### config.mk
export PLATFORM = sky130hd
export DESIGN_NAME = gpio_bank_ctrl
export DESIGN_NICKNAME = d
export VERILOG_FILES = /design/src/rtl/gpio_bank_ctrl.sv
export SDC_FILE = /design/constraint.sdc
export NUM_CORES = 1
export LEC_CHECK = 0
export ABC_AREA = 1
export CAP_MARGIN = 20
export CELL_PAD_IN_SITES_DETAIL_PLACEMENT = 1
export CELL_PAD_IN_SITES_GLOBAL_PLACEMENT = 2
export CORE_MARGIN = 1
export CORE_UTILIZATION = 33
export CTS_BUF_LIST = sky130_fd_sc_hd__clkbuf_16
export CTS_CLUSTER_SIZE = 28
export DETAILED_ROUTE_END_ITERATION = 10
export GPL_ROUTABILITY_DRIVEN = 1
export HOLD_SLACK_MARGIN = 0.12
export PLACE_DENSITY = 0.81
export SETUP_SLACK_MARGIN = 0.2
export SLEW_MARGIN = 20
export SYNTH_ARGS = -nofsm -noshare
export SYNTH_HDL_FRONTEND = slang
export SYNTH_SLANG_ARGS = --single-unit
### constraint.sdc
create_clock -name clk -period 23.1 [get_ports clk]
set_clock_uncertainty 0.05 [all_clocks]
set_input_delay 5.775 -clock clk [delete_from_list [all_inputs] [get_ports clk]]
set_output_delay 5.775 -clock clk [all_outputs]
set_load 0.02 [all_outputs]
### src/rtl/gpio_bank_ctrl.sv
// GPIO bank: OUT/OE control registers, synchronised + debounced inputs,
// per-pin rise/fall interrupts with sticky W1C status and a level irq.
// Ports: clk, rst (async, active high); gpio_in/gpio_out/gpio_oe pin side;
//   wr_en, rd_en, addr, wr_data, rd_data, rd_valid register bus; irq.
module gpio_bank_ctrl #(
  parameter int WIDTH       = 32,
  parameter int SYNC_STAGES = 2,
  parameter int DEBOUNCE    = 4
) (
  input  logic             clk,
  input  logic             rst,
  input  logic [WIDTH-1:0] gpio_in,
  output logic [WIDTH-1:0] gpio_out,
  output logic [WIDTH-1:0] gpio_oe,
  input  logic             wr_en,
  input  logic             rd_en,
  input  logic [2:0]       addr,
  input  logic [WIDTH-1:0] wr_data,
  output logic [WIDTH-1:0] rd_data,
  output logic             rd_valid,
  output logic             irq
);

  localparam logic [2:0] A_OUT  = 3'd0;
  localparam logic [2:0] A_OE   = 3'd1;
  localparam logic [2:0] A_IN   = 3'd2;
  localparam logic [2:0] A_RISE = 3'd3;
  localparam logic [2:0] A_FALL = 3'd4;
  localparam logic [2:0] A_STS  = 3'd5;

  logic [SYNC_STAGES-1:0][WIDTH-1:0] sync_q;
  logic [WIDTH-1:0] s;
  logic [WIDTH-1:0] filt_q;
  logic [WIDTH-1:0] filt_dly_q;

  logic [WIDTH-1:0] out_q, out_d;
  logic [WIDTH-1:0] oe_q, oe_d;
  logic [WIDTH-1:0] rise_en_q, rise_en_d;
  logic [WIDTH-1:0] fall_en_q, fall_en_d;
  logic [WIDTH-1:0] status_q, status_d;
  logic [WIDTH-1:0] rd_data_q, rd_data_d;
  logic [WIDTH-1:0] rd_mux;
  logic [WIDTH-1:0] rise, fall, w1c;
  logic             rd_valid_q;
  logic             irq_q;

  // Synchroniser chain; the last stage feeds the debouncer.
  always_ff @(posedge clk or posedge rst) begin
    if (rst) sync_q <= '0;
    else     sync_q <= {sync_q[SYNC_STAGES-2:0], gpio_in};
  end

  assign s = sync_q[SYNC_STAGES-1];

  if (DEBOUNCE > 0) begin : g_deb
    localparam int CW = $clog2(DEBOUNCE + 1);
    localparam logic [CW-1:0] LAST = CW'(DEBOUNCE - 1);

    logic [WIDTH-1:0][CW-1:0] cnt_q, cnt_d;
    logic [WIDTH-1:0]         filt_d;

    // Any return to the filtered value restarts the count, so short
    // glitches never reach filt_q.
    always_comb begin
      cnt_d  = cnt_q;
      filt_d = filt_q;
      for (int i = 0; i < WIDTH; i++) begin
        if (s[i] == filt_q[i]) begin
          cnt_d[i] = '0;
        end else if (cnt_q[i] == LAST) begin
          filt_d[i] = s[i];
          cnt_d[i]  = '0;
        end else begin
          cnt_d[i] = cnt_q[i] + 1'b1;
        end
      end
    end

    always_ff @(posedge clk or posedge rst) begin
      if (rst) begin
        cnt_q  <= '0;
        filt_q <= '0;
      end else begin
        cnt_q  <= cnt_d;
        filt_q <= filt_d;
      end
    end
  end else begin : g_byp
    always_ff @(posedge clk or posedge rst) begin
      if (rst) filt_q <= '0;
      else     filt_q <= s;
    end
  end

  assign rise = filt_q & ~filt_dly_q & rise_en_q;
  assign fall = ~filt_q & filt_dly_q & fall_en_q;
  assign w1c  = (wr_en && addr == A_STS) ? wr_data : '0;

  always_comb begin
    rd_mux = '0;
    case (addr)
      A_OUT:   rd_mux = out_q;
      A_OE:    rd_mux = oe_q;
      A_IN:    rd_mux = filt_q;
      A_RISE:  rd_mux = rise_en_q;
      A_FALL:  rd_mux = fall_en_q;
      A_STS:   rd_mux = status_q;
      default: rd_mux = '0;
    endcase
  end

  always_comb begin
    out_d     = out_q;
    oe_d      = oe_q;
    rise_en_d = rise_en_q;
    fall_en_d = fall_en_q;
    if (wr_en) begin
      case (addr)
        A_OUT:   out_d     = wr_data;
        A_OE:    oe_d      = wr_data;
        A_RISE:  rise_en_d = wr_data;
        A_FALL:  fall_en_d = wr_data;
        default: ;
      endcase
    end
    // New edges override a simultaneous clear.
    status_d  = (status_q & ~w1c) | rise | fall;
    // Read mux samples pre-write state, so a same-cycle RW reads old data.
    rd_data_d = rd_en ? rd_mux : rd_data_q;
  end

  always_ff @(posedge clk or posedge rst) begin
    if (rst) begin
      out_q      <= '0;
      oe_q       <= '0;
      rise_en_q  <= '0;
      fall_en_q  <= '0;
      status_q   <= '0;
      filt_dly_q <= '0;
      rd_data_q  <= '0;
      rd_valid_q <= 1'b0;
      irq_q      <= 1'b0;
    end else begin
      out_q      <= out_d;
      oe_q       <= oe_d;
      rise_en_q  <= rise_en_d;
      fall_en_q  <= fall_en_d;
      status_q   <= status_d;
      filt_dly_q <= filt_q;
      rd_data_q  <= rd_data_d;
      rd_valid_q <= rd_en;
      irq_q      <= |status_q;
    end
  end

  assign gpio_out = out_q;
  assign gpio_oe  = oe_q;
  assign rd_data  = rd_data_q;
  assign rd_valid = rd_valid_q;
  assign irq      = irq_q;

endmodule

# Yosys cells after proc, flatten, opt, wreduce, memory -nomap -nowiden
# Cells that the tools add are included.
# word_totals
reg_bits,418
inputBits,71
out_inout_bits,98
elab_cells,323
# classes
add_sub_neg,32
n_eq_ne,69
mux,66
bitwise_logic,42
reduce_logical,39
# ops
operator,count
$mux W3,64
$pmux W32 S6,1
$and A32 B32 Y32,5
$eq A3 B2 Y1 const B,34
$add A3 B1 Y3 const B,32
$not A32 Y32,3
$reduce_and A2 Y1,36
$or A32 B32 Y32,2
$eq A1 B1 Y1,32
$mux W32,1
$not A1 Y1,32
$reduce_or A32 Y1,1
$eq A3 B3 Y1 const B,2
$eq A3 B1 Y1 const B,1
$logic_not A3 Y1,1
$logic_and A1 B1 Y1,1

# Depth between registers and ports, before layout
# Gate-level depths: netlist of run 1.
# depth
ltp_word,7
ltp_mapped,10
ltp_nobuf,8

# Worst setup path after synthesis of run 1
# No wires, ideal clock.
# synth_path
kind,input to register
from,input addr[0]
to,"register out_q[20], in the netlist gpio_out[20]"
setup_ns,0.131
arrival_time_ns,6.652
required_ns,22.919
slack_ns,16.267
cell_stages,7
path_buffers,3
cell_sequence,buf_2 nor2_2 buf_4 nand3_4 clkbuf_1 nand2_1 o21ai_0
# synth_via
elab_chain_len,2
# synth_lines
item,line_no,rtl
"start, declared",17,"input logic [2:0] addr,"
$logic_not A3 Y1,118,case (addr)
$reduce_and A2 Y1 (no line),--,
"end signal, assigned",144,out_q <= out_d;
"end, declared",36,"logic [WIDTH-1:0] out_q, out_d;"
# Every way passes these cells.
# A chain may end at the register's enable or synchronous reset.

# Worst setup path in the final report of run 1
# layout_path
from,input addr[1]
to,register status_q[24]
# layout_via
elab_chain_len,7
# layout_lines
item,line_no,rtl
$eq A3 B3 Y1,97,assign w1c = (wr_en && addr == A_STS) ? wr_data : '0;
$logic_and A1 B1 Y1,97,
$mux W32,97,
$not A32 Y32,127,status_d = (status_q & ~w1c) | rise | fall;
$and A32 B32 Y32,127,
$or A32 B32 Y32 (2 in series),127,
net status_d[24],40,"logic [WIDTH-1:0] status_q, status_d;"
"end signal, assigned",148,status_q <= status_d;
"end, declared",40,
# The timed path passes the listed nets, and every way through them passes these cells.

==> out/metrics.cfg, run 1 <==
[run_status]
status = completed

[layout]
regMostFlops = g_deb.cnt_q
syn2layout_area_growth_pct = 22.5
nNetsFinal = 2030
layout_common_cells = nand2_1 (423), dfrtp_1 (418), clkdlybuf4s50_1 (164)
register_area_um2 = 10500
final_common_cell = nand2_1
fillers = 5815
drive_above_1_share_pct = 6.62
largest_reg_flops = 96
multi_input_area_um2 = 5800

[global_routing]
grt_pass1_vias = 14100
track_usage_pct = 19.0
overflow = 0
grt_pass1_wl_mm = 79.4
antenna_found_initial = 0
grt_max_degree = 154

[power_and_ir_drop]
p_sw_uw = 743
pwr_density_cell_nw_per_um2 = 111
swShare_pct = 31.8
p_leak_nw = 9.85
clkPwrFrac_pct = 32.2
internal-power_mw = 1.59
pwr-share-comb_pct = 21.3
p_seq_share_pct = 46.4
peakVddDrop_mv = 0.0547

[clock_tree]
post_cts_buffers = 0
h-tree-depth = 2
cts_sinks = 418
clock_latency_ns = 0.59
clkSlewWorstSetupHoldPaths_ns = 0.06
hold_buffers = 0
clockBufferDepth = 3
ctsResizeCount = 0
numCtsBuffers = 47
cts-root-buf = clkbuf_16
cts_tree = done

[sta]
max_freq_mhz = 122
worst_pin_slew_ns = 1.03
post-route-min-period_ns = 8.21
whs_ns = 0.284
maxSlewViolCount = 0
max_slew_margin_pct = 31.3
rsz0062_at_grt = no
hold_viol_final = 0
period_share_pct = 35.5
setup_viol = 0
final.setup.tns_ns = 0

[detailed_routing]
antenna_left = 0
wl_mm = 48.4
route.detailed.drc = 0
drtIter0Drc = 645
num_vias = 13000
wl_per_cell_um = 18.3
post_drt_via_cell_ratio = 4.93
dr.pass1.iters = 4

[floorplanning]
dieArea_um2 = 52900
fp.coreArea_um2 = 51300
die_width_um = 230
die_y_um = 230
rows = 83
initial_core_util_pct = 33.5
io_pins = 169

[placement]
gp_congestion = 0.781
io_buffers = 168
post-dp-hpwl_mm = 30.4

[synth]
ys_seq_area_share_pct = 60.9
syn_area_um2 = 17200
synth_top_area_share_pct = 60.9
ys_seq_elements = 418
synth-warning-count = 0
synth_cell_types = 28
synthTopCellsByArea = dfrtp_1 (61%), nand2_1 (9.3%), nand3_1 (4.3%), inv_1 (3.2%), o21ai_0 (3.2%)
synth_top_area_cell = dfrtp_1
synth_area_per_cell_um2 = 9.65
netlist_instances = 1778
syn_nets = 1881

[critical_path]
cp.required_ns = 23.49
cp-end-kind = flop
path_max_fanout = 58
crit_type = in2reg
critPathLaunchType = input pin
critPathArrivalTime_ns = 8.60

[run]
maxCapViolations = 0

[min_path]
hp-class = reg2reg

[synthesized netlist by cell type]
| library cell | instances |
|---|---|
| nor3b_1 | 32 |
| nor2_1 | 128 |
| buf_1 | 4 |
| nor4_1 | 1 |
| nand2_2 | 1 |
| ha_1 | 32 |
| a21oi_1 | 9 |
| clkbuf_1 | 43 |
| nor3_1 | 33 |
| nor2_2 | 2 |
| mux2_2 | 31 |
| xnor2_1 | 32 |
| o211ai_1 | 1 |
| nand3_1 | 146 |
| inv_1 | 147 |
| nand2_1 | 423 |
| nand3_2 | 1 |
| buf_2 | 27 |
| inv_2 | 2 |
| o21ai_0 | 110 |
| nand3_4 | 2 |
| buf_4 | 8 |
| nand4_1 | 87 |
| o21ai_1 | 51 |
| nand4_2 | 1 |
| nand3b_1 | 5 |
| dfrtp_1 | 418 |
| nor3_4 | 1 |
[critical path, cell delays in order]
cell and delay, ns:
buf_2 0.09, buf_4 0.37, nor2_4 0.82, nand3_2 0.90
o21ai_0 0.47, nand3_1 0.14
[cells by family (layout without fill, tap and decap cells)]
kind of cell / Yosys count / in the layout / synth area share, %
xor gates and xnor gates: 32 / 32 / 1.63
adders and majority gates: 32 / 32 / 2.33
other: 0 / 1 / 0
DFF: 418 / 418 / 60.9
and+or+nand+nor: 863 / 863 / 22.6
buffers and inverters: 231 / 418 / 5.42
muxes: 31 / 31 / 2.03
AOI/OAI and AO/OA: 171 / 171 / 5.00
[power groups by stage]
stage / logic, mW / registers [mW] / clock network, mW
6_report: 0.499 / 1.09 / 0.753
4_1_cts: 0.508 / 1.09 / 0.775
5_1_grt: 0.573 / 1.11 / 0.802
2_1_floorplan: 0.303 / 1.08 / 0
3_5_place_dp: 0.503 / 1.10 / 0
3_3_place_gp: 0.475 / 1.09 / 0
[per-layer routing]
metal	routed length, um	part of all wire, %	GRT usage [%]
met5	0	0	0
met4	1160	2.4	5.44
met3	1990	4.1	2.85
met2	22600	47	31.0
met1	22700	47	26.0
[per-stage QoR]
stage	instance area (um2)	util (%)	setup WS, ns	total power [mW]	instances
floorplan	17200	-	5.64	1.38	1778
global placement	19400	37.9	14.32	1.56	2557
detailed placement	19400	37.9	14.29	1.60	2557
CTS	21000	40.9	14.90	2.37	2644
global route	21000	41.0	14.53	2.49	2645
finish	21000	41.0	14.89	2.34	2646
[path summary, 6_finish.rpt]
path	startpoint	end	slack, ns	depth (start not counted)
worst max-delay path	addr[1]	status_q[24]$_DFF_PP0_	14.89	6
worst min-delay path	sync_q[14]$_DFF_PP0_	s[14]$_DFF_PP0_	0.28	0
worst max register to register	status_q[30]$_DFF_PP0_	irq$_DFF_PP0_	21.72	4
worst min register to register	sync_q[14]$_DFF_PP0_	s[14]$_DFF_PP0_	0.28	0
max in group asynchronous	rst	sync_q[6]$_DFF_PP0_	14.95	4
min in group asynchronous	rst	sync_q[19]$_DFF_PP0_	5.70	2
[cell type report]
type	count	area share [%]
diodes	1	0.0119
clock buffers	47	5.60
flip-flops and latches	418	49.8
repair buffers	182	8.56
well taps	680	4.05
inverters	149	2.71
multi-input cells	1129	27.6
clock inverters	40	1.73
Note: power is estimated with default switching activity, not from simulation.
==> inputs of run 2 (changes only) <==
==> constraint.sdc (replaced) <==
create_clock -name clk -period 8.45 [get_ports clk]
set_clock_uncertainty 0.05 [all_clocks]
set_input_delay 2.1125 -clock clk [delete_from_list [all_inputs] [get_ports clk]]
set_output_delay 2.1125 -clock clk [all_outputs]
set_load 0.02 [all_outputs]
==> out/metrics.cfg, run 2 (synthesized netlist as in run 1, its figures left out) <==
[clock_tree]
cts_tree = done
ctsResizeCount = 0  ; unchanged
numCtsBuffers = 47  ; unchanged
cts-root-buf = clkbuf_16
clockBufferDepth = 3  ; unchanged
clock_latency_ns = 0.58  ; about the same
clkSlewWorstSetupHoldPaths_ns = 0.06  ; about the same
post_cts_buffers = 0  ; unchanged
cts_sinks = 418  ; unchanged
h-tree-depth = 2  ; unchanged
hold_buffers = 0  ; unchanged

[global_routing]
grt_pass1_vias = 14000  ; -0.79%
overflow = 0  ; unchanged
grt_pass1_wl_mm = 79.3  ; -0.22%
antenna_found_initial = 1  ; +1
grt_max_degree = 185  ; +20%
track_usage_pct = 19.0  ; +0.020 points

[critical_path]
critPathArrivalTime_ns = 5.11  ; -3.49 ns
cp.depth = 6  ; unchanged
reg2regPathDepth = 4  ; unchanged
r2r-end = irq$_DFF_PP0_
endpoint = status_q[27]$_DFF_PP0_
r2r-start = status_q[27]$_DFF_PP0_
crit_type = in2reg
path_buf_inv = 2  ; unchanged
cp_slowest_cell = nand3_2
critPathLaunchType = input pin
cp.required_ns = 8.83  ; -14.66 ns
startpoint = addr[0]
cp_cell_sequence = buf_2 > inv_2 > nor2_4 > nand3_2 > o21ai_0 > nand3_1
path_delay_family = simple AND/OR/NAND/NOR gates
reg2reg_slack_ns = 7.09  ; -14.63 ns
cp-end-kind = flop
path_max_fanout = 32  ; -45%
slowest_delay_ns = 0.88  ; -0.02 ns

[power_and_ir_drop]
peakVddDrop_mv = 0.138  ; +150%
power.total_mw = 6.44  ; +180%
p_leak_nw = 9.82  ; -0.33%
clkPwrFrac_pct = 32.6  ; +0.4 points
internal-power_mw = 4.39  ; +180%
pwr-share-comb_pct = 21.2  ; about the same
pwr_density_cell_nw_per_um2 = 306  ; +180%
p_seq_share_pct = 46.2  ; -0.2 points
swShare_pct = 31.9  ; +0.057 points
p_sw_mw = 2.05  ; +180%

[layout]
drive_above_1_share_pct = 6.58  ; -0.034 points
regMostFlops = g_deb.cnt_q
final_cells = 2640  ; -0.23%
syn2layout_area_growth_pct = 22.6
nNetsFinal = 2028  ; -0.099%
final_common_cell = nand2_1
layout_common_cells = nand2_1 (423), dfrtp_1 (418), clkdlybuf4s50_1 (164)
final_area_um2 = 21000  ; +0.14%
largest_reg_flops = 96  ; unchanged
antennaDiodeCount = 0  ; -1

[floorplanning]
rows = 83  ; unchanged
die_y_um = 230  ; unchanged
die_width_um = 230  ; unchanged
fp.coreArea_um2 = 51300  ; unchanged
dieArea_um2 = 52900  ; unchanged
initial_core_util_pct = 33.5  ; unchanged
io_pins = 169  ; unchanged

[run]
maxCapViolations = 0  ; unchanged

[detailed_routing]
dr.pass1.iters = 5  ; +1
wl_per_cell_um = 18.5  ; +0.96%
antenna_left = 0  ; unchanged
num_vias = 13000  ; -0.27%
drtIter0Drc = 700  ; +8.5%
wl_mm = 48.8  ; +0.73%
route.detailed.drc = 0  ; unchanged
post_drt_via_cell_ratio = 4.93  ; about the same

[placement]
dp.cells = 2555  ; -0.078%
post-dp-hpwl_mm = 31.0  ; +2.1%
io_buffers = 168  ; unchanged
dpl_cell_area_um2 = 19500  ; about the same
gp_congestion = 0.764  ; -2.2%

[min_path]
hold_depth = 0  ; unchanged
hp-class = reg2reg

[sta]
period_share_pct = 56.0
maxSlewViolCount = 0  ; unchanged
hold_viol_final = 0  ; unchanged
post-route-min-period_ns = 4.73
whs_ns = 0.298  ; +0.0141 ns
worst_pin_slew_ns = 1.02  ; -0.00614 ns
setup_viol = 0  ; unchanged
rsz0062_at_grt = no
final.setup.tns_ns = 0  ; unchanged
max_freq_mhz = 211
max_slew_margin_pct = 31.9  ; +0.57 points

[run_status]
status = completed

run 2: layout make-up:
cell class                      instances  area (um2)
Clock inverter                         37         384
Fill cell                            5778       30300
Inverter                              149         566
Clock buffer                           47        1180
Sequential cell                       418       10500
Tap cell                              680         851
Timing Repair Buffer                  180        1810
Multi-Input combinational cell       1129        5800
run 2: per-stage QoR:
| stage | worst slack (ns) | util [%] |
|---|---|---|
| 3_5_place_dp | 3.10 | 37.9 |
| 6_report | 3.72 | 41.0 |
| 4_1_cts | 3.70 | 41.0 |
| 5_1_grt | 3.51 | 41.0 |
| 3_3_place_gp | 3.17 | 37.9 |
| 2_1_floorplan | 0.650 | - |
run 2: power groups by stage:
stage | registers, mW | clock network (mW) | logic (mW)
6_report | 2.98 | 2.10 | 1.37
2_1_floorplan | 2.96 | 0 | 0.828
4_1_cts | 2.98 | 2.16 | 1.39
3_3_place_gp | 2.98 | 0 | 1.30
3_5_place_dp | 3.01 | 0 | 1.38
5_1_grt | 3.05 | 2.22 | 1.57
run 2: layer usage:
layer	routed length (um)	vias up	share of wire [%]	global-route usage (%)
li1	-	6139	-	-
met1	22700	6568	47	26.2
met2	23100	245	47	30.9
met3	2010	58	4.1	2.74
met4	934	2	1.9	5.57
met5	12	-	0.025	0
run 2: worst min path at each step:
stage,endpoint,startpoint
final,s[6]$_DFF_PP0_,sync_q[6]$_DFF_PP0_
after global routing,s[14]$_DFF_PP0_,sync_q[14]$_DFF_PP0_
after CTS,s[14]$_DFF_PP0_,sync_q[14]$_DFF_PP0_
after detailed placement,s[3]$_DFF_PP0_,sync_q[3]$_DFF_PP0_
after global placement,s[7]$_DFF_PP0_,sync_q[7]$_DFF_PP0_
after floorplan,s[0]$_DFF_PP0_,sync_q[0]$_DFF_PP0_
